[src/rtl/glb_4094_pkg.sv]
// Shared types and constants for the GLB 4094 shift-register chain writer.
package glb_4094_pkg;

  typedef enum logic [1:0] {
    IDLE,
    LOW,
    HIGH,
    STROBE
  } state_e;

  localparam int GLB_4094_CLK_DIV_MIN   = 3;
  localparam int GLB_4094_WIDTH_DEFAULT = 24;

endpackage

[src/rtl/glb_4094_tick.sv]
// Half-period timer: one-cycle tick every CLK_DIV cycles, restarted whenever
// the writer FSM changes state.
module glb_4094_tick #(
  parameter int CLK_DIV = 4
) (
  input  logic clk,
  input  logic reset,
  input  logic clear,
  output logic tick
);

  localparam int CW = $clog2(CLK_DIV);
  localparam logic [CW-1:0] LAST = CW'(CLK_DIV - 1);

  logic [CW-1:0] cnt_q, cnt_d;

  assign tick = (cnt_q == LAST);

  // Reload explicitly on the terminal count so the counter never wraps.
  always_comb begin
    cnt_d = cnt_q + 1'b1;
    if (clear || tick) begin
      cnt_d = '0;
    end
  end

  always_ff @(posedge clk or posedge reset) begin
    if (reset) begin
      cnt_q <= '0;
    end else begin
      cnt_q <= cnt_d;
    end
  end

endmodule

[src/rtl/glb_4094_writer.sv]
// Autonomous MSB-first loader for the GLB 4094 chain with strobe and sticky OE.
// Define GLB_4094_READBACK_EN to capture the chain's serial return into readback.
module glb_4094_writer
  import glb_4094_pkg::*;
#(
  parameter int WIDTH   = GLB_4094_WIDTH_DEFAULT,
  parameter int CLK_DIV = 4
) (
  input  logic             clk,
  input  logic             reset,
  input  logic             start,
  input  logic [WIDTH-1:0] data,
  output logic             busy,
  output logic             done,
  output logic [WIDTH-1:0] readback,
  output logic             out_4094_clk,
  output logic             out_4094_data,
  output logic             out_4094_strobe,
  output logic             out_4094_oe,
  input  logic             in_4094_miso
);

  localparam int BW = $clog2(WIDTH + 1);

  state_e           state_q, state_d;
  logic [WIDTH-1:0] shift_q, shift_d;
  logic [BW-1:0]    bit_cnt_q, bit_cnt_d;
  logic             busy_q, busy_d;
  logic             done_q, done_d;
  logic             sclk_q, sclk_d;
  logic             sdo_q, sdo_d;
  logic             strobe_q, strobe_d;
  logic             oe_q, oe_d;
  logic             tick;
  logic             state_change;
  logic             enter_high;
  logic             strobe_exit;

  glb_4094_tick #(
    .CLK_DIV(CLK_DIV)
  ) u_tick (
    .clk  (clk),
    .reset(reset),
    .clear(state_change),
    .tick (tick)
  );

  assign state_change = (state_d != state_q);
  assign enter_high   = (state_q == LOW) && (state_d == HIGH);
  assign strobe_exit  = (state_q == STROBE) && (state_d == IDLE);

  always_comb begin
    state_d   = state_q;
    shift_d   = shift_q;
    bit_cnt_d = bit_cnt_q;
    unique case (state_q)
      IDLE: begin
        if (start && !busy_q) begin
          state_d   = LOW;
          shift_d   = data;
          bit_cnt_d = BW'(WIDTH);
        end
      end
      LOW: begin
        if (tick) begin
          state_d = HIGH;
          shift_d = {shift_q[WIDTH-2:0], 1'b0};
        end
      end
      HIGH: begin
        if (tick) begin
          bit_cnt_d = bit_cnt_q - 1'b1;
          state_d   = (bit_cnt_q == BW'(1)) ? STROBE : LOW;
        end
      end
      STROBE: begin
        if (tick) begin
          state_d = IDLE;
        end
      end
      default: state_d = IDLE;
    endcase
  end

  // Serial data is re-registered only on entry to LOW, so it is already stable
  // a full half-period before SCLK rises and holds through the high phase.
  always_comb begin
    busy_d   = (state_d != IDLE);
    done_d   = strobe_exit;
    sclk_d   = (state_d == HIGH);
    strobe_d = (state_d == STROBE);
    oe_d     = oe_q | strobe_exit;
    sdo_d    = 1'b0;
    if (state_d == LOW) begin
      sdo_d = shift_d[WIDTH-1];
    end else if (state_d == HIGH) begin
      sdo_d = sdo_q;
    end
  end

  always_ff @(posedge clk or posedge reset) begin
    if (reset) begin
      state_q   <= IDLE;
      shift_q   <= '0;
      bit_cnt_q <= '0;
      busy_q    <= 1'b0;
      done_q    <= 1'b0;
      sclk_q    <= 1'b0;
      sdo_q     <= 1'b0;
      strobe_q  <= 1'b0;
      oe_q      <= 1'b0;
    end else begin
      state_q   <= state_d;
      shift_q   <= shift_d;
      bit_cnt_q <= bit_cnt_d;
      busy_q    <= busy_d;
      done_q    <= done_d;
      sclk_q    <= sclk_d;
      sdo_q     <= sdo_d;
      strobe_q  <= strobe_d;
      oe_q      <= oe_d;
    end
  end

  assign busy            = busy_q;
  assign done            = done_q;
  assign out_4094_clk    = sclk_q;
  assign out_4094_data   = sdo_q;
  assign out_4094_strobe = strobe_q;
  assign out_4094_oe     = oe_q;

`ifdef GLB_4094_READBACK_EN
  logic [1:0]       miso_sync_q, miso_sync_d;
  logic [WIDTH-1:0] shadow_q, shadow_d;
  logic [WIDTH-1:0] readback_q, readback_d;

  // MISO is sampled at each SCLK rise, so the chain returns the word latched
  // before this transfer, MSB first.
  always_comb begin
    miso_sync_d = {miso_sync_q[0], in_4094_miso};
    shadow_d    = shadow_q;
    readback_d  = readback_q;
    if (enter_high) begin
      shadow_d = {shadow_q[WIDTH-2:0], miso_sync_q[1]};
    end
    if (strobe_exit) begin
      readback_d = shadow_q;
    end
  end

  always_ff @(posedge clk or posedge reset) begin
    if (reset) begin
      miso_sync_q <= '0;
      shadow_q    <= '0;
      readback_q  <= '0;
    end else begin
      miso_sync_q <= miso_sync_d;
      shadow_q    <= shadow_d;
      readback_q  <= readback_d;
    end
  end

  assign readback = readback_q;
`else
  logic unused_miso;
  assign unused_miso = in_4094_miso;
  assign readback    = '0;
`endif

endmodule

[config.mk]
export PLATFORM = sky130hd
export DESIGN_NAME = glb_4094_writer
export DESIGN_NICKNAME = d
export VERILOG_FILES = /design/src/rtl/glb_4094_pkg.sv /design/src/rtl/glb_4094_tick.sv /design/src/rtl/glb_4094_writer.sv
export SDC_FILE = /design/constraint.sdc
export NUM_CORES = 1
export LEC_CHECK = 0
export CAP_MARGIN = 20
export CORE_UTILIZATION = 30
export CTS_CLUSTER_DIAMETER = 200
export DETAILED_ROUTE_END_ITERATION = 16
export GPL_TIMING_DRIVEN = 1
export RECOVER_POWER = 50
export SETUP_SLACK_MARGIN = 0.5
export SYNTH_ARGS = -nofsm -noshare
export SYNTH_HDL_FRONTEND = slang
export SYNTH_SLANG_ARGS = --single-unit
[constraint.sdc]
create_clock -name clk -period 1.8 [get_ports clk]
set_clock_uncertainty 0.2 [all_clocks]
set_input_delay 0.18 -clock clk [delete_from_list [all_inputs] [get_ports clk]]
set_output_delay 0.18 -clock clk [all_outputs]
set_load 0.01 [all_outputs]
==> results of run 1 <==
-- power groups by stage --
stage	clock (mW)	combinational, mW	sequential, mW
final	0.563	1.93	1.49
after detailed placement	0	1.43	1.48
after CTS	0.579	1.85	1.48
after floorplan	0	0.989	1.47
after global routing	0.624	2.15	1.54
after global placement	0	1.41	1.48
-- critical path: stages, from the launching register on --
cell and delay, ns:
sky130_fd_sc_hd__dfrtp_1 0.42, sky130_fd_sc_hd__ha_4 0.18, sky130_fd_sc_hd__and3b_2 0.24, sky130_fd_sc_hd__a311oi_4 0.26, sky130_fd_sc_hd__inv_2 0.07, sky130_fd_sc_hd__and2_4 0.14
sky130_fd_sc_hd__a22o_1 0.18
-- final cells by class --
class,count,share of cell area [%]
Multi-Input combinational cell,135,33.7
Timing Repair Buffer,61,22.9
Tap cell,75,3.48
Sequential cell,39,36.2
Clock buffer,7,2.83
Inverter,6,0.834
Clock inverter,1,0.185
-- metrics by stage --
stage               cells  cell area (sq um)
floorplan             213               2040
global placement      300               2330
global route          324               2700
finish                324               2700
CTS                   322               2650
detailed placement    300               2330
-- cell usage in the layout (no fill, tap or decap), types with 3 or more instances in the layout --
cell	count
sky130_fd_sc_hd__inv_1	4
sky130_fd_sc_hd__clkbuf_2	4
sky130_fd_sc_hd__a22oi_1	12
sky130_fd_sc_hd__nand2_1	48
sky130_fd_sc_hd__conb_1	24
sky130_fd_sc_hd__a22oi_2	10
sky130_fd_sc_hd__clkbuf_8	5
sky130_fd_sc_hd__nand3_2	3
sky130_fd_sc_hd__clkdlybuf4s50_1	25
sky130_fd_sc_hd__dfrtp_1	39
sky130_fd_sc_hd__buf_6	13
sky130_fd_sc_hd__buf_4	13
sky130_fd_sc_hd__nor2_1	4
-- logic make-up after synthesis --
| group | synth area share (%) |
|---|---|
| other cells | 0.199 |
| buf+inv | 13.0 |
| fa+ha+maj | 1.99 |
| xor+xnor | 1.39 |
| mux | 0.530 |
| flops | 51.7 |
| compound gates | 12.3 |
| simple gates | 18.9 |
-- repair_timing --
item,CTS,global route
pin swaps,9,4
buffers inserted,10,2
gates cloned,4,0
resized for setup,44,17
setup endpoints to repair,44,42
-- routing by layer --
metal / global-route usage, % / vias up / wire [um]
met1: 18.8 / 710 / 1930
met4: 5.36 / 0 / 69
li1: - / 707 / -
met3: 3.48 / 11 / 186
met5: 0 / - / 0
met2: 20.4 / 43 / 1810
-- registers in the layout, summed over array words and instances (netlist names) --
name / cells
bit_cnt_q: 5
busy: 1
done: 1
out_4094_clk: 1
out_4094_data: 1
out_4094_oe: 1
out_4094_strobe: 1
shift_q: 24
state_q: 2
u_tick.cnt_q: 2
-- path summary, 6_finish.rpt --
path	cells past startpoint	end	slack [ns]	from
max in group asynchronous	3	out_4094_strobe$_DFF_PP0_	0.39	reset
min	1	out_4094_oe$_DFF_PP0_	0.27	out_4094_oe$_DFF_PP0_
max	6	out_4094_data$_DFFE_PP0P_	-0.005	u_tick.cnt_q[0]$_DFF_PP0_
min reg2reg	1	out_4094_oe$_DFF_PP0_	0.27	out_4094_oe$_DFF_PP0_
max reg2reg	6	out_4094_data$_DFFE_PP0P_	-0.005	u_tick.cnt_q[0]$_DFF_PP0_
min in group asynchronous	3	u_tick.cnt_q[1]$_DFF_PP0_	0.42	reset
==> results.md, run 1 <==
* Routed wire length at 3.99 mm
* Number of global-route vias before repair at around 1400
* Design internal power at between 2 and 3 mW
* Top post-synthesis cells by area: sky130_fd_sc_hd__dfrtp_1 (52%), sky130_fd_sc_hd__nand2_1 (9.7%), sky130_fd_sc_hd__buf_4 (9.5%)
* Minimum clock period after layout at approximately 1.8 ns
* Sequential cell area at about 980 sq um
* Number of routed nets with antenna violations at 0
* Setup repair after global routing missed its margin: true
* Number of vias in the routed layout at 1471
* Setup WS pre-CTS at -0.0273 ns
* NetSw at between 1 and 1.5 mW
* Share of power burned in registers at a little under two fifths
* Final hold violation count at 0
* Die Outline Area at 6610 sq um
* Iteration-0 DRC Markers at just over 60
* Proportion of power drawn by combinational gates at between 40% and 50%
* Global-route total usage across every layer at 13.7%
* Cell leakage power at roughly 1.3 nW
* Cell with the most instances after synthesis: sky130_fd_sc_hd__nand2_1
* Initial antenna violation count at 0
* Final weighted congestion in routability-driven placement at 0.695
* Number of enable flip-flop cells after synthesis at 0
* Global-route congestion overflow total at 0
* Most used flip-flop cell after synthesis: sky130_fd_sc_hd__dfrtp_1
* Final antenna diode count at 0
* Post-synthesis cell type count at 34
* Worst slew margin relative to its limit at between 30 and 40%
* Total half-perimeter wirelength after legalization and detailed placement at between 2 and 2.5 mm
* Failing checks: negative setup slack
* Net count of the finished layout at about 280
* Effective utilization at floorplan at a little under a third
* Result of the run: finished with violations
* Sort of element at the end of the critical path: flop
* Number of vias per cell after detailed routing at roughly 4.5
* Power share of the clock group at ~14%
* Die width at slightly above 80 um
* CTS tree: built
* Post-synth design cell area at 1890 sq um
* Final worst-path setup slack at -0.00526 ns
* Most instantiated cells after synthesis: sky130_fd_sc_hd__nand2_1 (49), sky130_fd_sc_hd__dfrtp_1 (39), sky130_fd_sc_hd__buf_4 (24), sky130_fd_sc_hd__a22oi_1 (22), sky130_fd_sc_hd__buf_2 (7)
* Layout Utilization at between 40 and 50%
* Instance count of the mapped netlist at 190
* Worst-skew pair later-pin latency at ~0.29 ns
* Growth of design area from synthesis to finish at 42.9%
* Worst min-delay path class: flop to flop
* Final period util at 100%
* H-tree levels at 2
* Cell Pwr Density at roughly 1500 nW/um^2
* Post-Route Hold Slack at 0.268 ns
* Number of buffers on the longest clock path at 2
* TritonCTS Buffers at 5
* I/O pins at 58
* Clock net sink count at 39
* Area used by multi-input combinational logic at about 900 sq um
* Maximum fanout count along the critical path at 4
* Clock-pin transition on the worst setup and hold timing paths at 0.07 ns
* Share of total power consumed by net switching at a little over a third
* Max Transition Viols Final at 0
* Fraction of synthesized cell area taken by the top area cell type at between 50% and 60%
* Setup violation total in the final timing report at 1
* Synthesized area per cell at roughly 9.9 sq um
* Worst Path Arrival at ~1.8 ns
* First-pass GRT wire length at 6.66 mm
* Fraction of registers with async set/reset at 100%
* Clock root buffer master: sky130_fd_sc_hd__clkbuf_8
* Site Rows at 28
* Share of synthesized area occupied by flip-flops and latches at about half
* Share of post-route cells with drive strength above 1 at ~29%
* Worst supply voltage drop on vdd at 0.000679 V
* Number of max-cap violations at 0
* Detailed-routing iteration count for the pre-antenna-repair pass at 4
* Total of buffers placed on input and output ports at 32
* Actual transition at the worst max-transition pin at about 0.94 ns
* Critical setup path kind: flop to flop
* Post-DR wirelength/cell at 12.3 um
* Maximum number of pins on one net before global-route repair at 40
* Fillers at a little under 600
* Post-CTS Hold Buffers at 0
* Floorplan die height at about 80 um
* Total power of the final layout at about 4.0 mW
* Core outline area at 5990 sq um
* Data required time of the critical path at between 1.5 and 2 ns
* Achievable clock frequency at between 500 and 600 MHz
* Startpoint Class: flop
* Yosys reg bits at 39
* Synthesis warning total at 0
* DRC viols at 0
* Sum of negative setup slack at -0.00526 ns
* Cell taking the most area after synthesis: sky130_fd_sc_hd__dfrtp_1
Note: power is estimated with default switching activity, not from simulation.
==> inputs of run 2 (changes only) <==
- CTS_BUF_LIST: default -> sky130_fd_sc_hd__clkbuf_8
==> run 2 against run 1 <==
  * The run still ends with negative setup slack left
  * Non-clock buffer count unchanged
  * Via count unchanged
  * Combinational power about the same
  * Count of clock-buffer cells in the layout down 2
  * Worst setup slack worse by 0.0016 ns
  * Largest power group unchanged
  * Sequential cell count unchanged
==> results.md, run 2 (synthesis results as in run 1) <==
* Final hold violation count at 0 (unchanged)
* Setup violation total in the final timing report at 1 (unchanged)
* RR Startpoint: u_tick.cnt_q[0]$_DFF_PP0_ (unchanged)
* Max stage delay on crit path at 0.42 ns (about the same)
* Critical Path Stages at 6 (unchanged)
* Area of all placed cells without fillers at 2700 sq um (unchanged)
* Sum of negative setup slack at -0.00685 ns (was -0.00526 ns)
* I/O pins at 58 (unchanged)
* Post-CTS Hold Buffers at 0 (unchanged)
* Data required time of the critical path at 1.78 ns (about the same)
* Number of global-route vias before repair at 1414 (unchanged)
* Final weighted congestion in routability-driven placement at 0.695 (unchanged)
* Worst slew margin relative to its limit at 37.1% (was 37.2%)
* Layout Utilization at 45.1% (unchanged)
* CTS tree: built (unchanged)
* Cell at the slowest stage of the critical path: sky130_fd_sc_hd__dfrtp_1 (unchanged)
* Floorplan die height at 81.3 um (unchanged)
* Cell Pwr Density at 1470 nW/um^2 (about the same)
* Final worst-path setup slack at -0.00685 ns (was -0.00526 ns)
* Critical setup path kind: flop to flop (unchanged)
* Startpoint Class: flop (unchanged)
* Placed standard-cell area at 2330 sq um (unchanged)
* Clock net sink count at 39 (unchanged)
* Final antenna diode count at 0 (unchanged)
* Routed wire length at 4.00 mm (was 3.99 mm)
* Reg2reg end: out_4094_data$_DFFE_PP0P_ (unchanged)
* Global-route total usage across every layer at 13.7% (unchanged)
* Worst-skew pair later-pin latency at 0.29 ns (about the same)
* Number of max-cap violations at 0 (unchanged)
* First-pass GRT wire length at 6.66 mm (unchanged)
* Number of flip-flops in the largest register at 24 (unchanged)
* Clock-pin transition on the worst setup and hold timing paths at 0.07 ns (about the same)
* Most congested layer reported by global routing: met2 (unchanged)
* Maximum number of pins on one net before global-route repair at 40 (unchanged)
* Share of post-route cells with drive strength above 1 at 28.9% (unchanged)
* Number of buffers on the longest clock path at 2 (unchanged)
* Total buffers and inverters traversed by the critical path at 1 (unchanged)
* H-tree levels at 2 (unchanged)
* Total half-perimeter wirelength after legalization and detailed placement at 2.41 mm (unchanged)
* Initial antenna violation count at 0 (unchanged)
* Minimum clock period after layout at 1.81 ns (about the same)
* Worst min-delay path class: flop to flop (unchanged)
* End point of the worst hold path: out_4094_oe$_DFF_PP0_ (unchanged)
* Total power of the final layout at 3.97 mW (was 3.98 mW)
* Worst supply voltage drop on vdd at 0.000679 V (about the same)
* Final period util at 100% (about the same)
* Met3 layer usage reported by global route at 3.48% (unchanged)
* Result of the run: finished with violations (unchanged)
* Growth of design area from synthesis to finish at 42.9% (unchanged)
* Number of vias in the routed layout at 1471 (unchanged)
* Critical path cell sequence: ha_4 > and3b_2 > a311oi_4 > inv_2 > and2_4 > a22o_1 (unchanged)
* Iteration-0 DRC Markers at 63 (was 62)
* Post-DR wirelength/cell at 12.4 um (was 12.3 um)
* Met2 track demand over resource in global routing at 20.4% (unchanged)
* Die Outline Area at 6610 sq um (unchanged)
* Worst Path Arrival at 1.78 ns (about the same)
* Global-route congestion overflow total at 0 (unchanged)
* Effective utilization at floorplan at 31.5% (unchanged)
* Setup repair after global routing missed its margin: true (unchanged)
* DRC viols at 0 (unchanged)
* Setup WS pre-CTS at -0.0273 ns (unchanged)
* Total of buffers placed on input and output ports at 32 (unchanged)
* Register with the most flip-flops: shift_q (unchanged)
* Post-Route Hold Slack at 0.268 ns (unchanged)
* Achievable clock frequency at 553 MHz (was 554 MHz)
* Cell leakage power at 1.29 nW (was 1.28 nW)
* Most common cell after layout, fill and taps aside: sky130_fd_sc_hd__nand2_1 (unchanged)
* Net count of the finished layout at 279 (unchanged)
* Global-route track usage on met1 at 18.8% (unchanged)
* Detailed-routing iteration count for the pre-antenna-repair pass at 4 (unchanged)
* Post-route insts no fill at 324 (unchanged)
* Actual transition at the worst max-transition pin at 0.943 ns (was 0.942 ns)
* Maximum fanout count along the critical path at 4 (unchanged)
* TritonCTS Buffers at 5 (unchanged)
* Sort of element at the end of the critical path: flop (unchanged)
* Top Family by Delay on Critical Path: compound AO/OA/AOI/OAI gates (unchanged)
* Cell depth of the worst flop-to-flop path at 6 (unchanged)
* Site Rows at 28 (unchanged)
* Launch instance of the worst min-delay path: out_4094_oe$_DFF_PP0_ (unchanged)
* Total placed cells including tap cells at 300 (unchanged)
* Commonest cells after routing, fill and taps aside: sky130_fd_sc_hd__nand2_1 (48), sky130_fd_sc_hd__dfrtp_1 (39), sky130_fd_sc_hd__clkdlybuf4s50_1 (25) (unchanged)
* Number of routed nets with antenna violations at 0 (unchanged)
* Clock root buffer master: sky130_fd_sc_hd__clkbuf_8 (unchanged)
* Largest registers ranked by flip-flop count: shift_q: 24 flops, bit_cnt_q: 5 flops (unchanged)
* Max Transition Viols Final at 0 (unchanged)
* Failing checks: negative setup slack (unchanged)
* Core outline area at 5990 sq um (unchanged)
* Die width at 81.3 um (unchanged)
* Number of vias per cell after detailed routing at 4.54 (unchanged)
* Hold Crit Depth at 1 (unchanged)
* Setup slack on the worst flop-to-flop path at -0.007 ns (was -0.005 ns)
[run 2: worst register-to-register path, cell delays in order, from the launching register on]
cell	delay, ns
sky130_fd_sc_hd__dfrtp_1	0.42
sky130_fd_sc_hd__ha_4	0.18
sky130_fd_sc_hd__and3b_2	0.24
sky130_fd_sc_hd__a311oi_4	0.26
sky130_fd_sc_hd__inv_2	0.07
sky130_fd_sc_hd__and2_4	0.14
sky130_fd_sc_hd__a22o_1	0.18
[run 2: routing by layer]
layer / vias up / wire [um] / share of wire (%)
met4: 0 / 70 / 1.7
met1: 709 / 1940 / 48
li1: 706 / - / -
met5: - / 0 / 0
met2: 45 / 1800 / 45
met3: 11 / 188 / 4.7
[run 2: cell type report]
type,count,area [sq um]
multi-input combinational,135,908
timing repair buffer,61,617
inverter,6,22.5
clock buffer,5,68.8
sequential,39,976
fill,595,3290
clock inverter,3,12.5
tap,75,93.8
[run 2: worst max-delay path by stage]
stage | start | end | slack (ns)
6_report | u_tick.cnt_q[0]$_DFF_PP0_ | out_4094_data$_DFFE_PP0P_ | -0.007
5_1_grt | u_tick.cnt_q[0]$_DFF_PP0_ | out_4094_data$_DFFE_PP0P_ | -0.07
4_1_cts | u_tick.cnt_q[0]$_DFF_PP0_ | out_4094_data$_DFFE_PP0P_ | -0.0004
3_5_place_dp | u_tick.cnt_q[0]$_DFF_PP0_ | out_4094_data$_DFFE_PP0P_ | -0.03
3_3_place_gp | u_tick.cnt_q[0]$_DFF_PP0_ | out_4094_data$_DFFE_PP0P_ | -0.03
2_1_floorplan | u_tick.cnt_q[0]$_DFF_PP0_ | out_4094_data$_DFFE_PP0P_ | -0.02
[run 2: repair_timing]
action                     4_1_cts  5_1_grt
gates cloned                     4        0
resized for setup               44       17
setup endpoints to repair       44       42
setup buffers                   10        2
pin swaps                        9        4
[run 2: report_power, final]
part	internal (mW)	switching, mW
Sequential	1.25	0.234
Clock	0.260	0.294
Combinational	1.04	0.888
Total	2.56	1.42
==> inputs of run 3 (changes only) <==
- ABC_CLOCK_PERIOD_IN_PS: default -> 1800
==> results of run 3 <==
The final DEF is identical to that of run 2; final timing and power are the same.
